**src/rtl/tt_capture_pkg.sv**
```systemverilog
// -----------------------------------------------------------------------------
// tt_capture_pkg
// Shared definitions for the tt_capture_pipe slice.
//   mode_e          : 2-bit operating mode of the capture pipe
//   mode_shifts_data: true for the modes in which an enabled cycle writes the
//                     stage registers (everything except HOLD)
// -----------------------------------------------------------------------------
package tt_capture_pkg;

  typedef enum logic [1:0] {
    MODE_DELAY    = 2'b00,  // shift d in, count fill up to DEPTH
    MODE_HOLD     = 2'b01,  // freeze stages and fill
    MODE_RECIRC   = 2'b10,  // rotate oldest stage back into stage 0
    MODE_LOAD_ALL = 2'b11   // broadcast d into every stage
  } mode_e;

  function automatic logic mode_shifts_data(input mode_e m);
    return (m != MODE_HOLD);
  endfunction

endpackage

```
**src/rtl/tt_capture_pipe_if.sv**
```systemverilog
// -----------------------------------------------------------------------------
// tt_capture_pipe_if
// Bundles the control/data bus of tt_capture_pipe.
//   en        : stage update enable for the current cycle
//   clr       : synchronous clear, wins over en
//   mode      : operating mode (tt_capture_pkg::mode_e)
//   d         : capture data, WIDTH bits
//   tap_sel   : stage index presented on q_tap, TAPW bits
//   q         : oldest stage (DEPTH-1), registered
//   q_tap     : stage selected by tap_sel, 0 when tap_sel >= DEPTH
//   tap_valid : tap_sel < fill
//   full      : fill == DEPTH
//   fill      : number of stages holding genuine samples, FILLW bits
// Modports: master drives the controls and reads the results; slave is the
// capture pipe itself.
// -----------------------------------------------------------------------------
interface tt_capture_pipe_if
  import tt_capture_pkg::*;
#(
  parameter int WIDTH = 6,
  parameter int DEPTH = 4
);

  localparam int TAPW  = $clog2(DEPTH);
  localparam int FILLW = $clog2(DEPTH + 1);

  logic             en;
  logic             clr;
  mode_e            mode;
  logic [WIDTH-1:0] d;
  logic [TAPW-1:0]  tap_sel;
  logic [WIDTH-1:0] q;
  logic [WIDTH-1:0] q_tap;
  logic             tap_valid;
  logic             full;
  logic [FILLW-1:0] fill;

  modport master (
    output en, clr, mode, d, tap_sel,
    input  q, q_tap, tap_valid, full, fill
  );

  modport slave (
    input  en, clr, mode, d, tap_sel,
    output q, q_tap, tap_valid, full, fill
  );

endinterface

```
**src/rtl/tt_capture_stage.sv**
```systemverilog
// -----------------------------------------------------------------------------
// tt_capture_stage
// One WIDTH-bit capture register.
//   clk, rst_n : clock and asynchronous active-low reset (clears q)
//   clr        : synchronous clear, priority over load
//   load       : write enable
//   use_load   : 1 selects load_in, 0 selects shift_in as the write source
//   shift_in   : neighbouring-stage source (shift / rotate path)
//   load_in    : broadcast source
//   q          : stored value
// -----------------------------------------------------------------------------
module tt_capture_stage #(
  parameter int WIDTH = 6
) (
  input  logic             clk,
  input  logic             rst_n,
  input  logic             clr,
  input  logic             load,
  input  logic             use_load,
  input  logic [WIDTH-1:0] shift_in,
  input  logic [WIDTH-1:0] load_in,
  output logic [WIDTH-1:0] q
);

  always_ff @(posedge clk or negedge rst_n) begin
    if (!rst_n) begin
      q <= '0;
    end else if (clr) begin
      q <= '0;
    end else if (load) begin
      q <= use_load ? load_in : shift_in;
    end
  end

endmodule

```
**src/rtl/tt_capture_pipe.sv**
```systemverilog
// -----------------------------------------------------------------------------
// tt_capture_pipe
// DEPTH-stage capture pipe with delay, hold, recirculate and broadcast-load
// modes, a fill counter and a random-access tap.
//   clk   : single clock, rising edge
//   rst_n : asynchronous active-low reset; zeroes every stage and fill
//   bus   : tt_capture_pipe_if.slave carrying en, clr, mode, d, tap_sel in and
//           q, q_tap, tap_valid, full, fill out
// Stage 0 is the newest sample, stage DEPTH-1 the oldest (driven on q).
// -----------------------------------------------------------------------------
module tt_capture_pipe
  import tt_capture_pkg::*;
#(
  parameter int WIDTH = 6,
  parameter int DEPTH = 4
) (
  input  logic        clk,
  input  logic        rst_n,
  tt_capture_pipe_if.slave bus
);

  localparam int TAPW  = $clog2(DEPTH);
  localparam int FILLW = $clog2(DEPTH + 1);
  localparam logic [FILLW-1:0] FILL_MAX = FILLW'(DEPTH);

  logic [WIDTH-1:0] stage_q [DEPTH];
  logic [FILLW-1:0] fill_r;
  logic             stage_load;

  function automatic logic [FILLW-1:0] fill_sat_inc(input logic [FILLW-1:0] f);
    return (f == FILL_MAX) ? FILL_MAX : f + 1'b1;
  endfunction

  // Mode is used combinationally in the same cycle it arrives.
  assign stage_load = bus.en && mode_shifts_data(bus.mode);

  // Stage 0 takes d in DELAY/LOAD_ALL and the oldest stage in RECIRC; the
  // other stages take their predecessor except in LOAD_ALL, where d is
  // broadcast.
  for (genvar i = 0; i < DEPTH; i++) begin : g_stage
    logic             use_load;
    logic [WIDTH-1:0] shift_src;

    if (i == 0) begin : g_head
      assign use_load  = (bus.mode != MODE_RECIRC);
      assign shift_src = stage_q[DEPTH-1];
    end else begin : g_body
      assign use_load  = (bus.mode == MODE_LOAD_ALL);
      assign shift_src = stage_q[i-1];
    end

    tt_capture_stage #(
      .WIDTH (WIDTH)
    ) u_stage (
      .clk      (clk),
      .rst_n    (rst_n),
      .clr      (bus.clr),
      .load     (stage_load),
      .use_load (use_load),
      .shift_in (shift_src),
      .load_in  (bus.d),
      .q        (stage_q[i])
    );
  end

  // Fill counter: DELAY counts genuine samples in, LOAD_ALL marks every stage
  // genuine, RECIRC only reorders so the count is untouched.
  always_ff @(posedge clk or negedge rst_n) begin
    if (!rst_n) begin
      fill_r <= '0;
    end else if (bus.clr) begin
      fill_r <= '0;
    end else if (bus.en) begin
      case (bus.mode)
        MODE_DELAY:    fill_r <= fill_sat_inc(fill_r);
        MODE_LOAD_ALL: fill_r <= FILL_MAX;
        default:       fill_r <= fill_r;
      endcase
    end
  end

  // Tap mux: compare against each legal index so that tap_sel values beyond
  // DEPTH-1 (non-power-of-two DEPTH) fall through to zero.
  always_comb begin
    bus.q_tap = '0;
    for (int i = 0; i < DEPTH; i++) begin
      if (bus.tap_sel == TAPW'(i)) begin
        bus.q_tap = stage_q[i];
      end
    end
  end

  // fill never exceeds DEPTH, so an out-of-range tap_sel is never valid.
  assign bus.tap_valid = (FILLW'(bus.tap_sel) < fill_r);
  assign bus.full      = (fill_r == FILL_MAX);
  assign bus.fill      = fill_r;
  assign bus.q         = stage_q[DEPTH-1];

endmodule

```
**src/flat_wrapper.sv**
```systemverilog
// flat-port wrapper written by rule: the top's interface ports become plain ports
module tt_capture_pipe_flat import tt_capture_pkg::*;
#(
  parameter int WIDTH = 6,
  parameter int DEPTH = 4
)
  (clk, rst_n, bus_en, bus_clr, bus_mode, bus_d, bus_tap_sel, bus_q, bus_q_tap, bus_tap_valid, bus_full, bus_fill);
  tt_capture_pipe_if #(.WIDTH(WIDTH), .DEPTH(DEPTH)) bus_i ();
  input  logic clk;
  input  logic rst_n;
  input wire logic [$bits(bus_i.en)-1:0] bus_en;
  input wire logic [$bits(bus_i.clr)-1:0] bus_clr;
  input wire logic [$bits(bus_i.mode)-1:0] bus_mode;
  input wire logic [$bits(bus_i.d)-1:0] bus_d;
  input wire logic [$bits(bus_i.tap_sel)-1:0] bus_tap_sel;
  output wire logic [$bits(bus_i.q)-1:0] bus_q;
  output wire logic [$bits(bus_i.q_tap)-1:0] bus_q_tap;
  output wire logic [$bits(bus_i.tap_valid)-1:0] bus_tap_valid;
  output wire logic [$bits(bus_i.full)-1:0] bus_full;
  output wire logic [$bits(bus_i.fill)-1:0] bus_fill;
  assign bus_i.en = bus_en;
  assign bus_i.clr = bus_clr;
  assign bus_i.mode = bus_mode;
  assign bus_i.d = bus_d;
  assign bus_i.tap_sel = bus_tap_sel;
  assign bus_q = bus_i.q;
  assign bus_q_tap = bus_i.q_tap;
  assign bus_tap_valid = bus_i.tap_valid;
  assign bus_full = bus_i.full;
  assign bus_fill = bus_i.fill;
  tt_capture_pipe #(.WIDTH(WIDTH), .DEPTH(DEPTH)) u_core (.clk(clk), .rst_n(rst_n), .bus(bus_i));
endmodule
```
**config.mk**
```make
export PLATFORM = sky130hd
export DESIGN_NAME = tt_capture_pipe_flat
export DESIGN_NICKNAME = d
export VERILOG_FILES = /design/src/rtl/tt_capture_pkg.sv /design/src/rtl/tt_capture_pipe_if.sv /design/src/rtl/tt_capture_stage.sv /design/src/rtl/tt_capture_pipe.sv /design/src/flat_wrapper.sv
export SDC_FILE = /design/constraint.sdc
export NUM_CORES = 1
export LEC_CHECK = 0
export CORE_MARGIN = 3
export CORE_UTILIZATION = 55
export DETAILED_ROUTE_END_ITERATION = 10
export GPL_TIMING_DRIVEN = 1
export PLACE_DENSITY = 0.86
export SYNTH_ARGS = -nofsm -noshare
export SYNTH_HDL_FRONTEND = slang
export SYNTH_SLANG_ARGS = --single-unit
```
**constraint.sdc**
```tcl
create_clock -name clk -period 2.73 [get_ports clk]
set_input_delay 0.546 -clock clk [delete_from_list [all_inputs] [get_ports clk]]
set_output_delay 0.546 -clock clk [all_outputs]
set_load 0.01 [all_outputs]
```
# ---- After elaboration in Yosys (flattened, before gate mapping)
# Index checks and enable logic that the tools add are counted.
dict set report classes {
  n_mux 20
  n_addsub 1
  n_reduce_logical 7
  eq_ne 7
  magnitude_cmp 1
}
# cell n
set ops {}
lappend ops {{two-way mux 6 bit} 16}
lappend ops {{two-way mux 3 bit} 3}
lappend ops {{equality test 2 bit, second input constant} 3}
lappend ops {{case mux 3 bit (2 select lines)} 1}
lappend ops {{zero test 2 bit} 2}
lappend ops {{nonzero test 2 bit} 2}
lappend ops {{adder 3 x 1 -> 3 bit, second input constant} 1}
lappend ops {{equality test 3 bit, second input constant} 1}
lappend ops {{< comparator 2 x 3 -> 1 bit} 1}
lappend ops {{nonzero test 3 bit} 1}
lappend ops {{equality test 2 x 1 -> 1 bit, second input constant} 1}
lappend ops {{!= test 2 x 1 -> 1 bit, second input constant} 1}
lappend ops {{!= test 2 bit, second input constant} 1}
lappend ops {{AND reduction 2 bit} 1}
lappend ops {{logical AND 1 bit} 1}
dict set report totals {
  in_bits 14
  out_inout_bits 17
  reg_bits 27
  word_cells 41
}

# ---- Depth between registers and ports, before layout
dict set report logic_depth {
  word_depth 5
  mapped_depth 5
  mapped_depth_nobuf 5
}

# ---- Cells and area by module
# From an unflattened synthesis, not the netlist that was laid out.
dict set report hier_totals {
  cells_unflattened 143
  area_unflattened_um2 1589.0
}
# mod cells_per_inst instances area_per_inst_um2
set modules_own_cells {}
lappend modules_own_cells {tt_capture_stage 26 4 296.5}
lappend modules_own_cells {tt_capture_pipe 39 1 402.9}

# ---- Worst setup path after synthesis
# OpenSTA, ideal clock, no wires.
dict set report synth_timing {
  kind {input -> output}
  from {input bus_tap_sel[0]}
  to {output bus_q_tap[0]}
  path_slack_ns 0.891
  cell_stages 2
  arrival_time_ns 1.293
  path_cell_list {buf_2 -> mux4_2}
}
dict set report synth_between {
  elab_chain_len 5
}
# item line_no
set synth_lines {}
lappend synth_lines {{start: declaration} flat_wrapper.sv:15} ;# input wire logic [$bits(bus_i.tap_sel)-1:0] bus_tap_sel;
lappend synth_lines {{zero test 2 bit} tt_capture_pipe.sv:87} ;# if (bus.tap_sel == TAPW'(i)) begin
lappend synth_lines {{two-way mux 6 bit (3 in series)} tt_capture_pipe.sv:87}
lappend synth_lines {{two-way mux 6 bit (*)} tt_capture_pipe.sv:87}
lappend synth_lines {{end: declaration} flat_wrapper.sv:17} ;# output wire logic [$bits(bus_i.q_tap)-1:0] bus_q_tap;
# Every way passes the cells marked *; elsewhere a longest branch is shown, timed or not.

# ---- Worst setup path after layout
dict set report layout_timing {
  from {input bus_tap_sel[1]}
  to {output bus_tap_valid}
}
dict set report layout_between {
  elab_chain_len 1
}
# item line_no
set layout_lines {}
lappend layout_lines {{< comparator 2 x 3 -> 1 bit} tt_capture_pipe.sv:94} ;# assign bus.tap_valid = (FILLW'(bus.tap_sel) < fill_r);
lappend layout_lines {{end: declaration} flat_wrapper.sv:18} ;# output wire logic [$bits(bus_i.tap_valid)-1:0] bus_tap_valid;
# No other way between the ends.

==> impl_metrics.py <==
metrics = {
    "floorplan": {
        "rows": 18,
        "fp.dieH_um": 59.9,
        "start_util_pct": 61.2,
        "die_w_um": 59.9,
        "core-area_um2": 2610,
        "io_pins": 31,
        "die-area_um2": 3590,
    },
    "detailed_routing": {
        "drt-total-wl_um": 3600,
        "dr.first_iter.drc_count": 48,
        "vias": 1199,
        "vias_per_cell": 6.34,
        "dr.pass1.iters": 4,
        "drc": 0,
        "wl_per_cell_um": 19.0,
        "final_antenna_net_count": 0,
    },
    "cts": {
        "holdBufCountCts": 0,
        "clk_pin_slew_ps": 150,
        "htreeDepth": 1,
        "post_cts_buffers": 0,
        "clock_path_buffers": 2,
        "clock_sinks": 27,
        "cts_resized": 2,
        "clk_latency_ps": 330,
        "cts_tree": "built",
        "cts-buffers-inserted": 3,
        "cts_root_buf": "clkbuf_4",
    },
    "synthesis": {
        "muxShareOfSynthArea_pct": 12.2,
        "yosys.area_share.adder_pct": 2.35,
        "synth_top_cell_by_area": "dfrtp_1",
        "ys_async_sr_fraction_pct": 100,
        "synth_xor_xnor_area_share_pct": 0,
        "synth_top_family_by_area": "compound AO/OA/AOI/OAI gates",
        "synth.distinct_cells": 30,
        "syn-mean-instance-area_um2": 12.6,
        "synth-edff-count": 0,
        "synth_compound_area_share_pct": 31.0,
        "yosysTopAreaCellShare_pct": 42.3,
        "synth-simple-area-share_pct": 6.73,
        "yosysSeqAreaShare_pct": 42.3,
        "ys_top_cells_by_count": "dfrtp_1 (27), o2bb2ai_2 (20), a21oi_1 (19)",
        "ys_seq_elements": 27,
        "yosys-top-cells-area": "dfrtp_1 (42%), o2bb2ai_2 (19%), mux4_2 (8.5%)",
        "syn_inst": 127,
        "synth.most_common_cell": "dfrtp_1",
        "yosysWarnings": 0,
        "synthFlopType": "dfrtp_1",
        "syn-num-nets": 144,
        "synth_area_um2": 1600,
    },
    "power": {
        "clkPwrFrac_pct": 23.2,
        "power.density_nw_per_um2": 394,
        "p_sw_mw": 0.225,
        "intPower_mw": 0.551,
        "ir_drop_mv": 0.319,
        "swShare_pct": 29.0,
        "leakage_nw": 0.917,
        "seqPwrFrac_pct": 55.7,
        "combinationalPowerShare_pct": 21.2,
    },
    "finish": {
        "finalNetCount": 177,
        "final.fill_count": 187,
        "multi_input_area_um2": 836,
        "final_util_pct": 75.4,
        "diodes": 0,
        "drive_above_1_share_pct": 25.8,
        "area_delta_synth_final_pct": 23.3,
        "fin_cells": 189,
        "register_area_um2": 676,
    },
    "critical_path": {
        "cp-start-kind": "input port",
        "cp-end-kind": "output port",
        "crit_type": "input port to output port",
        "worstPathMaxFanout": 3,
        "critPathArrivalTime_ps": 2060,
        "cp.required_ps": 2180,
    },
    "timing": {
        "tightestPinTransition_ps": 582,
        "fmax_ghz": 0.384,
        "final.period_utilization_pct": 95.3,
        "hold_viol_final": 0,
        "min_period_ps": 2600,
        "slew_viol_final": 0,
        "setup_violations": 0,
        "skew_ps": 6.34,
        "finalHoldWorstSlack_ps": 540,
        "slew_headroom_pct": 61.1,
        "fin_ws_ps": 127,
        "fin_tns_setup_ps": 0,
        "rsz0062_at_grt": "false",
    },
    "global_route": {
        "grt_pass1_vias": 1287,
        "grt_pass1_wl_um": 6220,
        "grt_max_degree": 28,
        "grt_antenna_before_repair": 0,
        "grt_overflow": 0,
        "grt_usage_pct": 23.5,
    },
    "placed_design": {
        "dp.cells": 185,
        "place.gp.congestion": 0.771,
        "hpwl_um": 2570,
        "place_ws_ps": -16.2,
        "port_buffers": 30,
    },
    "status": {
        "status": "finished, final reports clean",
    },
    "hold_path": {
        "hp-class": "flop to flop",
    },
    "job": {
        "maxCapViolCount": 0,
    },
}
## area by class of cell
class	count	area share [%]
Inverter	5	0.952
Tap cell	30	1.90
Clock inverter	1	0.254
Sequential cell	27	34.3
Clock buffer	3	1.14
Timing Repair Buffer	39	19.0
Multi-Input combinational cell	84	42.4
## power groups by stage
stage	Sequential, mW	Clock (mW)	Combinational [mW]
after floorplan	0.437	0	0.0933
after global placement	0.437	0	0.162
after detailed placement	0.439	0	0.167
after CTS	0.432	0.184	0.166
after global routing	0.435	0.201	0.179
final	0.432	0.180	0.164
## critical path, cell delays in order
cell,delay (ps)
clkdlybuf4s50_1,530
ha_1,240
o21ai_0,80
a21o_1,130
clkdlybuf4s50_1,520
## logic make-up after synthesis
group | Yosys count
and+or+nand+nor | 17
muxes | 12
AOI/OAI and AO/OA | 52
DFF | 27
adders and majority gates | 3
buffers and inverters | 16
## through the flow
step / power (mW) / instance area [um^2]
final: 0.776 / 1970
after global routing: 0.815 / 1970
after CTS: 0.782 / 1960
after detailed placement: 0.606 / 1940
after global placement: 0.599 / 1940
after floorplan: 0.530 / 1600
## placed cells by master, fill, tap and decap left out, types with 2 or more instances in the layout
cell type | synthesis | routed
dlymetal6s2s_1 | 0 | 4
a311oi_1 | 2 | 2
dfrtp_1 | 27 | 27
o21ai_0 | 3 | 3
a21oi_1 | 19 | 19
mux4_2 | 6 | 6
clkdlybuf4s50_1 | 0 | 24
ha_1 | 3 | 3
clkbuf_4 | 0 | 3
nor2_1 | 2 | 2
o2bb2ai_1 | 4 | 4
nor2b_1 | 2 | 2
inv_1 | 4 | 4
mux2i_1 | 6 | 6
o2bb2ai_2 | 20 | 20
dlygate4sd2_1 | 0 | 2
and3_1 | 6 | 6
buf_4 | 2 | 9
## final timing paths
check                                                     from                        endpoint  slack [ps]  cells after the start
worst max-delay path                            bus_tap_sel[1]                   bus_tap_valid         130                      5
min in group asynchronous                                rst_n  u_core.g_stage[3].u_stage.q[5]         550                      2
worst min register to register  u_core.g_stage[0].u_stage.q[2]  u_core.g_stage[0].u_stage.q[2]         540                      1
worst max register to register              u_core.bus.fill[0]              u_core.bus.fill[0]        1080                      5
max in group asynchronous                                rst_n  u_core.g_stage[2].u_stage.q[3]        1920                      2
worst min-delay path            u_core.g_stage[0].u_stage.q[2]  u_core.g_stage[0].u_stage.q[2]         540                      1
## per-layer routing
layer  routed length, um  track usage, %  up-vias
met2                1760            37.5       36
li1                    -               -      555
met4                  68            9.18        0
met3                 177            3.67        7
met5                   0               0        -
met1                1600            32.0      601
## state kept, by name, indices dropped and copies added (netlist names)
| name | cells |
|---|---|
| u_core.bus.fill | 3 |
| u_core.g_stage.u_stage.q | 24 |
Note: power is estimated with default switching activity, not from simulation.
